$ cat src/rtl/ide_pio_sequencer.sv
// ATA PIO strobe sequencer: turns an IDE-decoded 68000 bus cycle into
// MEMCLK-timed IOR_n/IOW_n strobes, buffer enable and a DTACK request.
module ide_pio_sequencer #(
    parameter int unsigned T1_CYCLES   = 3,
    parameter int unsigned T2_CYCLES   = 6,
    parameter int unsigned T4_CYCLES   = 2,
    parameter int unsigned T0_CYCLES   = 4,
    parameter int unsigned RDY_TIMEOUT = 255
) (
    input  logic MEMCLK,
    input  logic RESET,
    input  logic AS_n,
    input  logic UDS_n,
    input  logic LDS_n,
    input  logic RW,
    input  logic ide_access,
    input  logic IORDY,
    input  logic tmo_clr,
    output logic IOR_n,
    output logic IOW_n,
    output logic IDEBUF_OE,
    output logic ide_dtack,
    output logic busy,
    output logic tmo_flag
);

    localparam logic [7:0] T1_LD  = 8'(T1_CYCLES - 1);
    localparam logic [7:0] T2_LD  = 8'(T2_CYCLES - 1);
    localparam logic [7:0] T4_LD  = 8'(T4_CYCLES - 1);
    localparam logic [7:0] T0_LD  = 8'(T0_CYCLES - 1);
    localparam logic [7:0] TMO_LD = 8'(RDY_TIMEOUT - 1);

    typedef enum logic [2:0] {
        IDLE, SETUP, STROBE, WAIT_RDY, HOLD, ACK, RECOVER
    } state_t;

    state_t     state;
    logic [7:0] cnt;
    logic       rw_l;
    logic       as_m, as_s, ds_m, ds_s, rw_m, rw_s, rdy_m, rdy_s;
    logic       cnt_zero, strobe_done, aborting;

    // Two-flop synchronizers; data strobes are merged before syncing.
    always_ff @(posedge MEMCLK) begin
        if (RESET) begin
            as_m  <= 1'b0; as_s  <= 1'b0;
            ds_m  <= 1'b0; ds_s  <= 1'b0;
            rw_m  <= 1'b1; rw_s  <= 1'b1;
            rdy_m <= 1'b0; rdy_s <= 1'b0;
        end else begin
            as_m  <= !AS_n;                as_s  <= as_m;
            ds_m  <= !UDS_n || !LDS_n;     ds_s  <= ds_m;
            rw_m  <= RW;                   rw_s  <= rw_m;
            rdy_m <= IORDY;                rdy_s <= rdy_m;
        end
    end

    assign cnt_zero    = (cnt == 8'd0);
    assign strobe_done = (state == STROBE && cnt_zero && rdy_s) ||
                         (state == WAIT_RDY && (rdy_s || cnt_zero));
    assign aborting    = !as_s && (state == SETUP || state == STROBE ||
                                   state == WAIT_RDY || state == HOLD);
    assign busy        = (state != IDLE);

    always_ff @(posedge MEMCLK) begin
        if (RESET) begin
            state     <= IDLE;
            cnt       <= 8'd0;
            rw_l      <= 1'b1;
            IOR_n     <= 1'b1;
            IOW_n     <= 1'b1;
            IDEBUF_OE <= 1'b0;
            ide_dtack <= 1'b0;
            tmo_flag  <= 1'b0;
        end else begin
            // A timeout set later in this block overrides the clear.
            if (tmo_clr)
                tmo_flag <= 1'b0;
            if (aborting) begin
                state     <= RECOVER;
                cnt       <= T0_LD;
                IOR_n     <= 1'b1;
                IOW_n     <= 1'b1;
                IDEBUF_OE <= 1'b0;
                ide_dtack <= 1'b0;
            end else begin
                case (state)
                    IDLE: begin
                        if (as_s && ds_s && ide_access) begin
                            state     <= SETUP;
                            cnt       <= T1_LD;
                            rw_l      <= rw_s;
                            IDEBUF_OE <= 1'b1;
                        end
                    end
                    SETUP: begin
                        if (cnt_zero) begin
                            state <= STROBE;
                            cnt   <= T2_LD;
                            IOR_n <= !rw_l;
                            IOW_n <= rw_l;
                        end else begin
                            cnt <= cnt - 8'd1;
                        end
                    end
                    STROBE, WAIT_RDY: begin
                        if (strobe_done) begin
                            if (state == WAIT_RDY && !rdy_s)
                                tmo_flag <= 1'b1;
                            if (rw_l) begin
                                state     <= ACK;
                                ide_dtack <= 1'b1;
                            end else begin
                                state <= HOLD;
                                cnt   <= T4_LD;
                                IOW_n <= 1'b1;
                            end
                        end else if (state == STROBE && cnt_zero) begin
                            state <= WAIT_RDY;
                            cnt   <= TMO_LD;
                        end else begin
                            cnt <= cnt - 8'd1;
                        end
                    end
                    HOLD: begin
                        if (cnt_zero) begin
                            state     <= ACK;
                            ide_dtack <= 1'b1;
                        end else begin
                            cnt <= cnt - 8'd1;
                        end
                    end
                    ACK: begin
                        // Read strobe is held until the CPU drops AS.
                        if (!as_s) begin
                            state     <= RECOVER;
                            cnt       <= T0_LD;
                            IOR_n     <= 1'b1;
                            IOW_n     <= 1'b1;
                            IDEBUF_OE <= 1'b0;
                            ide_dtack <= 1'b0;
                        end
                    end
                    RECOVER: begin
                        if (cnt_zero)
                            state <= IDLE;
                        else
                            cnt <= cnt - 8'd1;
                    end
                    default: state <= IDLE;
                endcase
            end
        end
    end

endmodule

$ cat config.mk
export PLATFORM = sky130hd
export DESIGN_NAME = ide_pio_sequencer
export DESIGN_NICKNAME = d
export VERILOG_FILES = /design/src/rtl/ide_pio_sequencer.sv
export SDC_FILE = /design/constraint.sdc
export NUM_CORES = 1
export LEC_CHECK = 0
export CORE_UTILIZATION = 44
export DETAILED_ROUTE_END_ITERATION = 16
export PLACE_DENSITY = 0.67
export SYNTH_ARGS = -nofsm -noshare
export SYNTH_HDL_FRONTEND = slang
export SYNTH_SLANG_ARGS = --single-unit
$ cat constraint.sdc
create_clock -name MEMCLK -period 2.2 [get_ports MEMCLK]
set_input_delay 0.33 -clock MEMCLK [delete_from_list [all_inputs] [get_ports MEMCLK]]
set_output_delay 0.33 -clock MEMCLK [all_outputs]
set_load 0.02 [all_outputs]
# == Word-level counts from Yosys, hierarchy flattened ==
# Index checks and enable logic that the tools add are counted.
# word_totals
reg_bits,25
in_bits,9
output_inout_bits,6
elab_cells,123
# classes
addsub,1
n_eq_ne,25
mux,38
n_bitwise,1
reduce_logical,40
# op_table
cell,count
$mux 8,7
$pmux 8 s5,1
$mux 3,8
$ne 3x3->1 const B,7
$reduce_and 5->1,4
$ne 2x2->1 const B,9
$pmux 3 s6,1
$mux 1,16
$reduce_and 6->1,2
$eq 3x3->1 const B,3
$reduce_and 3->1,3
$reduce_bool 3->1,3
$logic_not 8->1,1
$ne 4x4->1 const B,2
$sub 8x1->8 const B,1
$logic_and 1x1->1,7
$eq 3x2->1 const B,2
$logic_not 1->1,6
$logic_or 1x1->1,6
$pmux 1 s3,2
$reduce_bool 6->1,1
$reduce_or 2->1,3
$reduce_bool 5->1,1
$pmux 1 s2,2
other kinds (6),7

# == Logic depth before layout (Yosys ltp) ==
# logic_depth
ltp_word,7
ltp_mapped,8
mapped_depth_nobuf,7

# == Worst setup path after synthesis ==
# Ideal clock, no wire load.
# synth_path
path_kind,register to register
from,reg cnt[0]
to,reg cnt[1]
setup_time_ns,0.125
arrival_time_ns,2.215
required_time_ns,2.075
setup_slack_ns,-0.140
stages_incl_launch_ff,9
path_buffers,1
period_less_slack_ns,2.340
path_cell_list,dfxtp_1 > inv_1 > ha_1 > or4b_4 > or2_0 > buf_6 > a222oi_1 > nor2_1 > o41a_1
# synth_via
elab_chain_len,7
elab_cells_between_ends,16
cone_classes,add/sub (1); eq/ne (2); mux (6); reduce/logical (7)
# synth_rtl
element,line_no,source
from (decl),38,logic [7:0] cnt;
from (signal assigned),103,cnt <= cnt - 8'd1;
from (signal assigned),122,cnt <= cnt - 8'd1;
from (signal assigned),130,cnt <= cnt - 8'd1;
branches (longest 7 deep; another with $sub 8x1->8),n/a,
# Several ways; the timed one is not identified. The select of a mux whose other input is x is not followed.
# A chain may end at the register's enable or synchronous reset.

# == Worst setup path after layout ==
# Ends and elaborated chain as after synthesis.

==> impl_metrics.ini <==
[outcome]
status = completed

[cells_and_area]
multiInputGateArea_sq_um = 981
nets = 244
top_regs = cnt (8), state (3)
num-fill-cells = 314
drive_above_1_share_pct = 26.2
regMostFlops = cnt
largest_register_ffs = 8
register_area_sq_um = 504
synthToLayoutAreaGrowth_pct = 28.8
num_antenna_cells = 0

[floorplanning]
core_area_sq_um = 3340
die_h_microns = 61.0
initial_core_util_pct = 46.0
ios = 15
num_rows = 21
die_w_microns = 61.0
fp.dieArea_sq_um = 3730

[global_route]
grt_pass1_wl_microns = 6730
grt_use_met1_pct = 34.6
antenna_found_initial = 0
overflow = 0
use_met2_pct = 38.7
grt_pass1_vias = 1462
grtUsageTotal_pct = 24.3
grtUsageMet3_pct = 2.31
grt_max_degree = 18
grt_busiest_layer = met2

[routing]
wl_microns = 4140
route.detailed.drc = 0
vias = 1609
viasPerCell = 5.85
avgRoutedWirePerCell_microns = 15.1
drt_iter0_markers = 131
firstDrtPassIters = 4
drtAntennaViolNets = 0

[cts]
root_buffer = clkbuf_4
clockBufferDepth = 2
cts_htree_levels = 1
clkTransAtPathRegs_ps = 150
cts_tree = done
cts.sink_count = 25
numCtsBuffers = 3
clk_latency_ps = 330

[timing]
slew_violations = 0
fmax_ghz = 0.457
finalCritPeriodShare_pct = 99.5
setup_viol = 0
worstMarginPinSlew_ps = 395
whs_ps = 428
fin_skew_ps = 6.61
rsz0062_at_grt = yes
hold_violations = 0
maxSlewHeadroom_pct = 73.4
final.min_clock_period_ps = 2190
tns_ps = 0

[power_and_ir_drop]
p_leak_uw = 0.000798
power_density_nw_per_um2 = 1550
ir_drop_v = 0.000603

[yosys]
yosysSeqAreaShare_pct = 32.6
ys_types = 55
syn_area_per_cell_sq_um = 7.99
synth_ff_type = dfxtp_1
synthArstFlopShare_pct = 0
synth_edf_count = 0
syn-cell-area_sq_um = 1530
syn_nets = 206
synthCells = 192
synth_seq_cells = 25
yosysWarnings = 0

[place]
port_buffers = 14
dp_hpwl_microns = 3090
gp_congestion = 0.934

[flow_run]
maxCapViolations = 0

[setup_path]
startpoint_type = flop
end_kind = flop
required_ps = 2430
critPathMaxFanout = 5
arrival_ps = 2420
worstSetupPathType = reg -> reg

[worst_hold_path]
hp-class = reg -> reg
[synthesized netlist by cell type, types with 3 or more instances]
cell type	n	area share, %
nor2_1	18	4.4
o221a_2	3	2.2
nand2_1	12	2.9
o21a_1	3	1.5
o21ai_0	14	4.6
or2_2	4	1.6
o221ai_1	3	1.7
a21oi_1	11	3.6
clkbuf_1	11	2.7
dfxtp_1	25	33
nor3_1	10	3.3
ha_1	5	4.1
inv_1	7	1.7
nand3b_1	4	2.0
a31oi_1	4	1.6
nand2b_1	3	1.2
nor2b_1	9	3.7
[what timing repair did]
item                                    4_1_cts  5_1_grt
hold buffers                                  0        0
resized for setup                             6        7
endpoints found under the hold margin         0        0
setup buffers                                 0        2
pin swaps                                     0        4
endpoints found under the setup margin        7       11
cloned                                        0        0
[worst max-delay path, stage by stage (launching register included)]
cell and delay [ps]:
dfxtp_2 350, inv_2 50, ha_1 130, or4b_4 470, or2_4 270, a222oi_1 250, buf_4 200, nor2_1 50
o41a_1 310
[cells in the final DEF (no fill, tap or decap), types with 2 or more instances in the layout]
master and count:
a21oi_1 10, a31oi_1 4, and3_1 2, buf_4 31, clkbuf_4 3, clkdlybuf4s50_1 13
dfxtp_1 22, dfxtp_2 3, ha_1 5, inv_1 5, inv_2 2, nand2_1 12
nand2b_1 3, nand3_1 2, nand3b_1 4, nor2_1 17, nor2b_1 9, nor3_1 8
nor3_2 2, nor4_1 2, o21a_1 3, o21ai_0 13, o21ba_2 2, o221a_2 3
o221ai_1 3, o2bb2ai_1 2, or2_2 4, or3_1 2
[cell type report]
cell class	instances	share of cell area [%]
multi-input cells	147	49.7
clock inverters	1	0.253
well taps	46	2.91
flip-flops and latches	25	25.5
inverters	8	1.52
clock buffers	3	1.14
repair buffers	45	19.0
[worst paths after layout]
kind,from,end,slack (ps),cells past startpoint
setup / recovery,cnt[0]$_SDFFE_PP0P_,cnt[1]$_SDFFE_PP0P_,10,8
hold / removal,rw_m$_SDFF_PP1_,rw_s$_SDFF_PP1_,430,1
hold reg to reg,rw_m$_SDFF_PP1_,rw_s$_SDFF_PP1_,430,1
setup reg to reg,cnt[0]$_SDFFE_PP0P_,cnt[1]$_SDFFE_PP0P_,10,8
[metrics by stage]
step                      std cells  area [sq um]  setup slack [ps]  power (uW)  utilization (%)
after floorplan                 192          1540             -65.5        1920                -
after global placement          269          1900             -7.74        2630             56.9
after detailed placement        269          1900             -56.9        2680             56.9
after CTS                       273          1940             0.983        2950             58.2
after global routing            275          1980             -99.4        3300             59.2
final                           275          1980              10.9        3070             59.2
[routing by layer]
layer | share of wire [%] | vias to the layer above
li1 | - | 787
met1 | 45 | 740
met2 | 46 | 77
met3 | 7.3 | 5
met4 | 1.0 | 0
met5 | 0 | -
[where the power goes]
group	internal, uW	switching [uW]	leakage (uW)	total (uW)
clock network	68.3	153	0.0000177	221
registers	545	74.0	0.000206	619
logic	1050	1180	0.000575	2230
total	1660	1410	0.000798	3070
[kinds of logic (layout without fill, tap and decap cells)]
family | Yosys count | after routing | share of synthesized area [%]
flops | 25 | 25 | 32.6
mux | 1 | 1 | 0.653
fa+ha+maj | 5 | 5 | 4.08
xor+xnor | 1 | 1 | 0.571
compound gates | 64 | 64 | 30.2
buf+inv | 20 | 57 | 5.38
simple gates | 76 | 76 | 26.5
Note: power is estimated with default switching activity, not from simulation.
